--- config.mk ---
export PLATFORM = sky130hd
export DESIGN_NAME = pipe_skid_reg
export DESIGN_NICKNAME = d
export VERILOG_FILES = /design/src/rtl/pipe_skid_reg.sv
export SDC_FILE = /design/constraint.sdc
export NUM_CORES = 1
export LEC_CHECK = 0
export ABC_CLOCK_PERIOD_IN_PS = 2840
export CORE_MARGIN = 2
export CORE_UTILIZATION = 51
export DETAILED_ROUTE_END_ITERATION = 8
export GPL_TIMING_DRIVEN = 0
export PLACE_DENSITY = 0.81
export REMOVE_ABC_BUFFERS = 1
export SETUP_SLACK_MARGIN = 0.05
export SYNTH_ARGS = -nofsm -noshare
export SYNTH_HDL_FRONTEND = slang
export SYNTH_SLANG_ARGS = --single-unit
export TNS_END_PERCENT = 30
--- constraint.sdc ---
create_clock -name clk -period 2.84 [get_ports clk]
set_clock_uncertainty 0.1 [all_clocks]
set_input_delay 0.568 -clock clk [delete_from_list [all_inputs] [get_ports clk]]
set_output_delay 0.568 -clock clk [all_outputs]
set_load 0.01 [all_outputs]
--- src/rtl/pipe_skid_reg.sv ---
// rtl/pipe_skid_reg.sv - elastic two-entry pipeline register with valid/ready, flush and occupancy
module pipe_skid_reg #(
    parameter int              WIDTH     = 32,
    parameter logic [WIDTH-1:0] RESET_VAL = '0
) (
    input  logic             clk,
    input  logic             rst,
    input  logic             flush,
    input  logic             in_valid,
    output logic             in_ready,
    input  logic [WIDTH-1:0] in_data,
    output logic             out_valid,
    input  logic             out_ready,
    output logic [WIDTH-1:0] out_data,
    output logic [1:0]       occupancy
);

    typedef enum logic [1:0] {
        EMPTY = 2'd0,
        ONE   = 2'd1,
        FULL  = 2'd2
    } state_e;

    state_e           state_q, state_d;
    logic [WIDTH-1:0] main_q, main_d;
    logic [WIDTH-1:0] skid_q, skid_d;
    logic             in_fire, out_fire;

    // Handshake outputs depend only on registered state, so no ready path crosses the block.
    assign in_ready  = (state_q != FULL) & ~rst;
    assign out_valid = (state_q != EMPTY);
    assign out_data  = main_q;
    assign in_fire   = in_valid & in_ready;
    assign out_fire  = out_valid & out_ready;

    always_comb begin
        occupancy = 2'd0;
        case (state_q)
            ONE:     occupancy = 2'd1;
            FULL:    occupancy = 2'd2;
            default: occupancy = 2'd0;
        endcase
    end

    always_comb begin
        state_d = state_q;
        main_d  = main_q;
        skid_d  = skid_q;
        if (flush) begin
            state_d = EMPTY;
            main_d  = RESET_VAL;
            skid_d  = RESET_VAL;
        end else begin
            case (state_q)
                EMPTY: begin
                    if (in_fire) begin
                        state_d = ONE;
                        main_d  = in_data;
                    end
                end
                ONE: begin
                    if (in_fire && out_fire) begin
                        main_d = in_data;
                    end else if (in_fire) begin
                        state_d = FULL;
                        skid_d  = in_data;
                    end else if (out_fire) begin
                        state_d = EMPTY;
                    end
                end
                FULL: begin
                    if (out_fire) begin
                        state_d = ONE;
                        main_d  = skid_q;
                    end
                end
                default: begin
                    state_d = EMPTY;
                end
            endcase
        end
    end

    always_ff @(posedge clk or posedge rst) begin
        if (rst) begin
            state_q <= EMPTY;
            main_q  <= RESET_VAL;
            skid_q  <= RESET_VAL;
        end else begin
            state_q <= state_d;
            main_q  <= main_d;
            skid_q  <= skid_d;
        end
    end

endmodule

# Word-level counts from Yosys, hierarchy flattened
# Cells that the tools add are included.
# totals
ff_bits	66
latch_bits	0
ramBits	0
rom_bits	0
input_bits	37
output_inout_bits	36
elab_cells	41
n_memories	0
# classes
n_addsub	0
multipliers	0
div	0
n_lt_le_gt_ge	0
eq_ne	9
shift	0
muxes	16
bitwise	4
n_reduce_logical	9
# op_table
operator	count
$mux 32	7
$pmux 32 s3	1
$mux 2	6
$ne 3x3->1 const B	4
$reduce_and 4->1	2
$pmux 2 s3	1
$reduce_bool 2->1	3
$ne 2x2->1 const B	2
$ne 4x4->1 const B	1
$pmux 2 s2	1
$reduce_bool 4->1	1
$and 1x1->1	3
$reduce_and 3->1	1
$eq 2x1->1 const B	1
$eq 2x2->1 const B	1
$logic_not 2->1	1
$logic_and 1x1->1	1
$not 1->1	1

# Logic depth before layout (Yosys ltp)
# depth
depth_word	7
mapped_depth	9

# Worst setup path after synthesis
# No wires, ideal clock.
# synth_path
path_type	reg2reg
startpoint	reg state_q[0]
endpoint	reg main_q[0], in the netlist out_data[0]
setup_time_ns	0.125
arrival_time_ns	2.122
t_required_ns	2.615
path_slack_ns	0.493
stages_incl_launch_ff	10
n_path_buf	3
path_cell_list	dfrtp_1 inv_1 ha_1 buf_6 nor3b_4 a21oi_1 or3_1 buf_2 buf_6 mux2_4
# synth_via
elab_chain_cells	6
elab_cells_between_ends	16
# synth_rtl
item	line_no	source
from (decl)	24	state_e state_q, state_d;
from (signal assigned)	90	state_q <= state_d;
$ne 2x2->1	30	assign in_ready = (state_q != FULL) & ~rst;
$and 1x1->1	30	
$and 1x1->1	33	assign in_fire = in_valid & in_ready;
$logic_and 1x1->1	62	if (in_fire && out_fire) begin
$ne 3x3->1 (no line)	-	
$reduce_and 4->1 (no line)	-	
to (signal assigned)	91	main_q <= main_d;
to (decl)	25	logic [WIDTH-1:0] main_q, main_d;
# Several ways; a longest one is shown, not always the timed one.
# A chain may end at the register's enable or synchronous reset.

# Worst setup path after layout
# layout_path
startpoint	reg state_q[0]
endpoint	out in_ready
# layout_via
elab_chain_cells	2
# layout_rtl
item	line_no	source
$ne 2x2->1	30	
$and 1x1->1	30	
to (decl)	10	output logic in_ready,
# No other way between the ends.

==> results_dict.tcl <==
set metrics [dict create \
    cts-buffers-inserted 9 \
    sw_frac_of_total_pct 31.8 \
    share_clk_of_total_power_pct 19.0 \
    placementRows 29 \
    routed_wl_per_cell_um 15.6 \
    synth_cells 311 \
    max_cap_viol_count 0 \
    num_vias 2460 \
    crit_chain "inv_1 > ha_4 > buf_16 > nor2_1 > clkdlybuf4s50_1" \
    worstReg2RegStart "state_q[0]$_DFFE_PP0P_" \
    end_kind "output port" \
    critPathMaxStageDelay_ns 0.55 \
    number_of_sinks_on_the_clock_net 66 \
    worst_setup_hold_path_clk_slew_ns 0.07 \
    dieArea_um2 7120 \
    total_inserted_antenna_cells 0 \
    reg2reg_depth 8 \
    worst_r2r_endpoint "out_data[1]$_DFFE_PP0P_" \
    synth_top_family_by_area "multiplexers" \
    design.core.area_um2 6310 \
    power_switching_w 0.00112 \
    required_ns 2.17 \
    post_synthesis_adder_cell_area_fraction_pct 1.52 \
    number_of_global_route_vias_before_repair 2482 \
    layout-drive-gt1-share_pct 16.1 \
    vias_per_std_cell 5.34 \
    die_width_um 84.4 \
    synth_edf_count 0 \
    globalplace.congestion 0.687 \
    synth_top_cell_by_area "sky130_fd_sc_hd__dfrtp_1" \
    register_area_share_after_synthesis_pct 50.1 \
    setup_violations 0 \
    holdBufCountCts 0 \
    ir_worst_vdd_mv 0.448 \
    area_growth_syn_to_layout_pct 31.0 \
    num-nets-final 421 \
    power.share.combinational_pct 43.6 \
    worstHoldPathType "reg2reg" \
    post_synth_main_area_contributors "sky130_fd_sc_hd__dfrtp_1, sky130_fd_sc_hd__mux2_4, sky130_fd_sc_hd__mux2i_1" \
    drc_errors 0 \
    compound_gate_portion_of_the_synthesized_area_pct 6.30 \
    timing.slew.headroom_pct 45.5 \
    post-synth-top-area-fraction_pct 50.1 \
    count_of_antenna_violating_nets_left_after_detailed_routing 0 \
    antenna_found_initial 0 \
    post_synth_and_or_nand_nor_area_fraction_pct 13.7 \
    finalCritPeriodShare_pct 91.8 \
    synth_flop_cell "sky130_fd_sc_hd__dfrtp_1" \
    post_synth_mux_area_share_pct 24.1 \
    synth_cell_types 25 \
    cts_htree_levels 3 \
    rsz0062_at_grt "false" \
    cts.root.buffer_cell "sky130_fd_sc_hd__clkbuf_8" \
    clockBufferDepth 2 \
    synth_xor_area_share_pct 0.266 \
    initial_utilization_pct 52.2 \
    first_iter_violations 110 \
    yosys_register_bits 66 \
    min_delay_worst_endpoint "out_data[6]$_DFFE_PP0P_" \
    number_of_input_and_output_port_buffers_inserted 72 \
    cellInternalPower_w 0.00240 \
    maxSlewViolCount 0 \
    globalRouteTotalUtil_pct 21.2 \
    grt_start_max_net_pins 67 \
    synth_top_cells_by_count "sky130_fd_sc_hd__nand2_1, sky130_fd_sc_hd__dfrtp_1, sky130_fd_sc_hd__a21oi_1, sky130_fd_sc_hd__nor2_1, sky130_fd_sc_hd__mux2i_1" \
    least_margin_pin_slew_ns 0.818 \
    total_power_consumption_w 0.00351 \
    status "finished clean" \
    p_per_area_nw_per_um2 814 \
    leakagePower_nw 1.84 \
    drt_pre_antenna_iters 4 \
    achievable-frequency_mhz 384 \
    seq_power_share_pct 37.4 \
    synth.cell_area_um2 3300 \
    postRouteWirelength_um 7190 \
    numPlacedInstances 440 \
    non_filler_instance_count_after_layout 461 \
    grt-ovfl-total 0 \
    cp.buffers_inverters 3 \
    grt_pass1_wl_um 12000 \
    synth_most_common_cell "sky130_fd_sc_hd__nand2_1" \
    cp-start-kind "flop" \
    critical_path_arrival_ns 1.94 \
    clock_tree_from_tritoncts "yes" \
    timing.critical_path.fanout_max 19 \
    critical_path.slowest_cell "sky130_fd_sc_hd__clkdlybuf4s50_1" \
    postSynthAreaPerCell_um2 10.6 \
    ys.warnings.count 0 \
    slack_of_the_worst_reg_to_reg_path_ns 0.36 \
    boundaryPins 73 \
    critical_path.top_delay_family "buffers and inverters" \
    min_period_ns 2.61 \
    hp-start "out_data[6]$_DFFE_PP0P_" \
    critPathKind "reg2out" \
    asyncSetResetFlopFracSynth_pct 100 \
    detailedPlacementHpwl_um 4600 \
    worstSkewPairLatency_ns 0.33 \
    final_hold_vios 0 \
    die_h_um 84.4 \
    whs_path_depth 1 \
]
## power groups by stage
stage                     registers, W  clock network (W)  logic [W]
after floorplan                0.00139                  0   0.000731
after global placement         0.00132                  0    0.00142
after detailed placement       0.00133                  0    0.00148
after CTS                      0.00132           0.000680    0.00153
after global routing           0.00134           0.000718    0.00163
final                          0.00131           0.000667    0.00153
## worst max path at each step
stage | depth (start not counted) | slack (ns) | from | endpoint
6_report | 5 | 0.23 | state_q[0]$_DFFE_PP0P_ | in_ready
5_1_grt | 5 | 0.16 | state_q[0]$_DFFE_PP0P_ | in_ready
4_1_cts | 4 | 0.04 | state_q[0]$_DFFE_PP0P_ | occupancy[1]
3_5_place_dp | 7 | -0.37 | state_q[0]$_DFFE_PP0P_ | skid_q[0]$_DFFE_PP0P_
3_3_place_gp | 4 | -2.66 | flush | out_data[12]$_DFFE_PP0P_
2_1_floorplan | 6 | -1.15 | state_q[0]$_DFFE_PP0P_ | out_data[11]$_DFFE_PP0P_
## layout make-up
| cell class | count | area [µm²] |
|---|---|---|
| fill | 517 | 2000 |
| sequential | 66 | 1650 |
| multi-input combinational | 218 | 1540 |
| timing repair buffer | 81 | 856 |
| clock buffer | 10 | 128 |
| tap | 77 | 96.3 |
| clock inverter | 5 | 32.5 |
| inverter | 4 | 17.5 |
## state kept, by name (all words and copies together), names as in the netlist
register,count
state_q,2
out_data,32
skid_q,32
## worst reg2reg max path, delay by kind of cell (launching register included)
kind	cells	cell delay [ns]
AOI/OAI and AO/OA	1	0.13
muxes	1	0.31
adders and majority gates	1	0.21
DFF	1	0.42
buffers and inverters	3	0.48
and+or+nand+nor	2	0.71
## cells in the final DEF (no fill, tap or decap), types with 2 or more instances in the layout
cell type                         netlist  final
sky130_fd_sc_hd__clkdlybuf4s50_1        0     71
sky130_fd_sc_hd__nand2_1               68     68
sky130_fd_sc_hd__dfrtp_1               66     66
sky130_fd_sc_hd__nor2_1                33     33
sky130_fd_sc_hd__a21oi_1               33     33
sky130_fd_sc_hd__mux2i_1               32     32
sky130_fd_sc_hd__mux2_4                30     30
sky130_fd_sc_hd__clkbuf_8               0      9
sky130_fd_sc_hd__buf_4                  0      5
sky130_fd_sc_hd__nand2b_1               3      3
sky130_fd_sc_hd__inv_1                  4      3
sky130_fd_sc_hd__ha_1                   4      3
sky130_fd_sc_hd__clkinvlp_4             0      3
sky130_fd_sc_hd__buf_16                 0      3
sky130_fd_sc_hd__nor2b_1                2      2
sky130_fd_sc_hd__mux2_2                 2      2
sky130_fd_sc_hd__clkinv_2               0      2
## through the flow
stage | hold slack, ns | TNS, ns | setup slack, ns | instance area, µm² | utilization, %
final | 0.415 | 0 | 0.233 | 4320 | 68.4
after CTS | 0.419 | 0 | 0.0396 | 4290 | 67.9
after floorplan | 0.395 | -39.02 | -1.15 | 3180 | -
after detailed placement | 0.398 | -18.30 | -0.371 | 4080 | 64.6
after global placement | 0.393 | -170.40 | -2.66 | 4000 | 63.3
after global routing | 0.428 | 0 | 0.157 | 4320 | 68.4
## routing by layer
metal / track usage, % / vias up / part of all wire [%]
met2: 36.6 / 53 / 52
met3: 4.03 / 6 / 4.0
li1: - / 1168 / -
met1: 26.8 / 1233 / 43
met4: 7.65 / 0 / 0.90
met5: 0 / - / 0
## cells by family after synthesis
logic type | after synthesis
xor gates and xnor gates | 1
muxes | 64
AOI/OAI and AO/OA | 38
and+or+nand+nor | 111
adders and majority gates | 4
DFF | 66
buffers and inverters | 27
## timing repair
action / 4_1_cts / 5_1_grt
resized for setup: 4 / 0
pin swaps: 1 / 0
setup buffers: 2 / 4
setup endpoints to repair: 66 / 2
(Power assumes the default switching activity.)
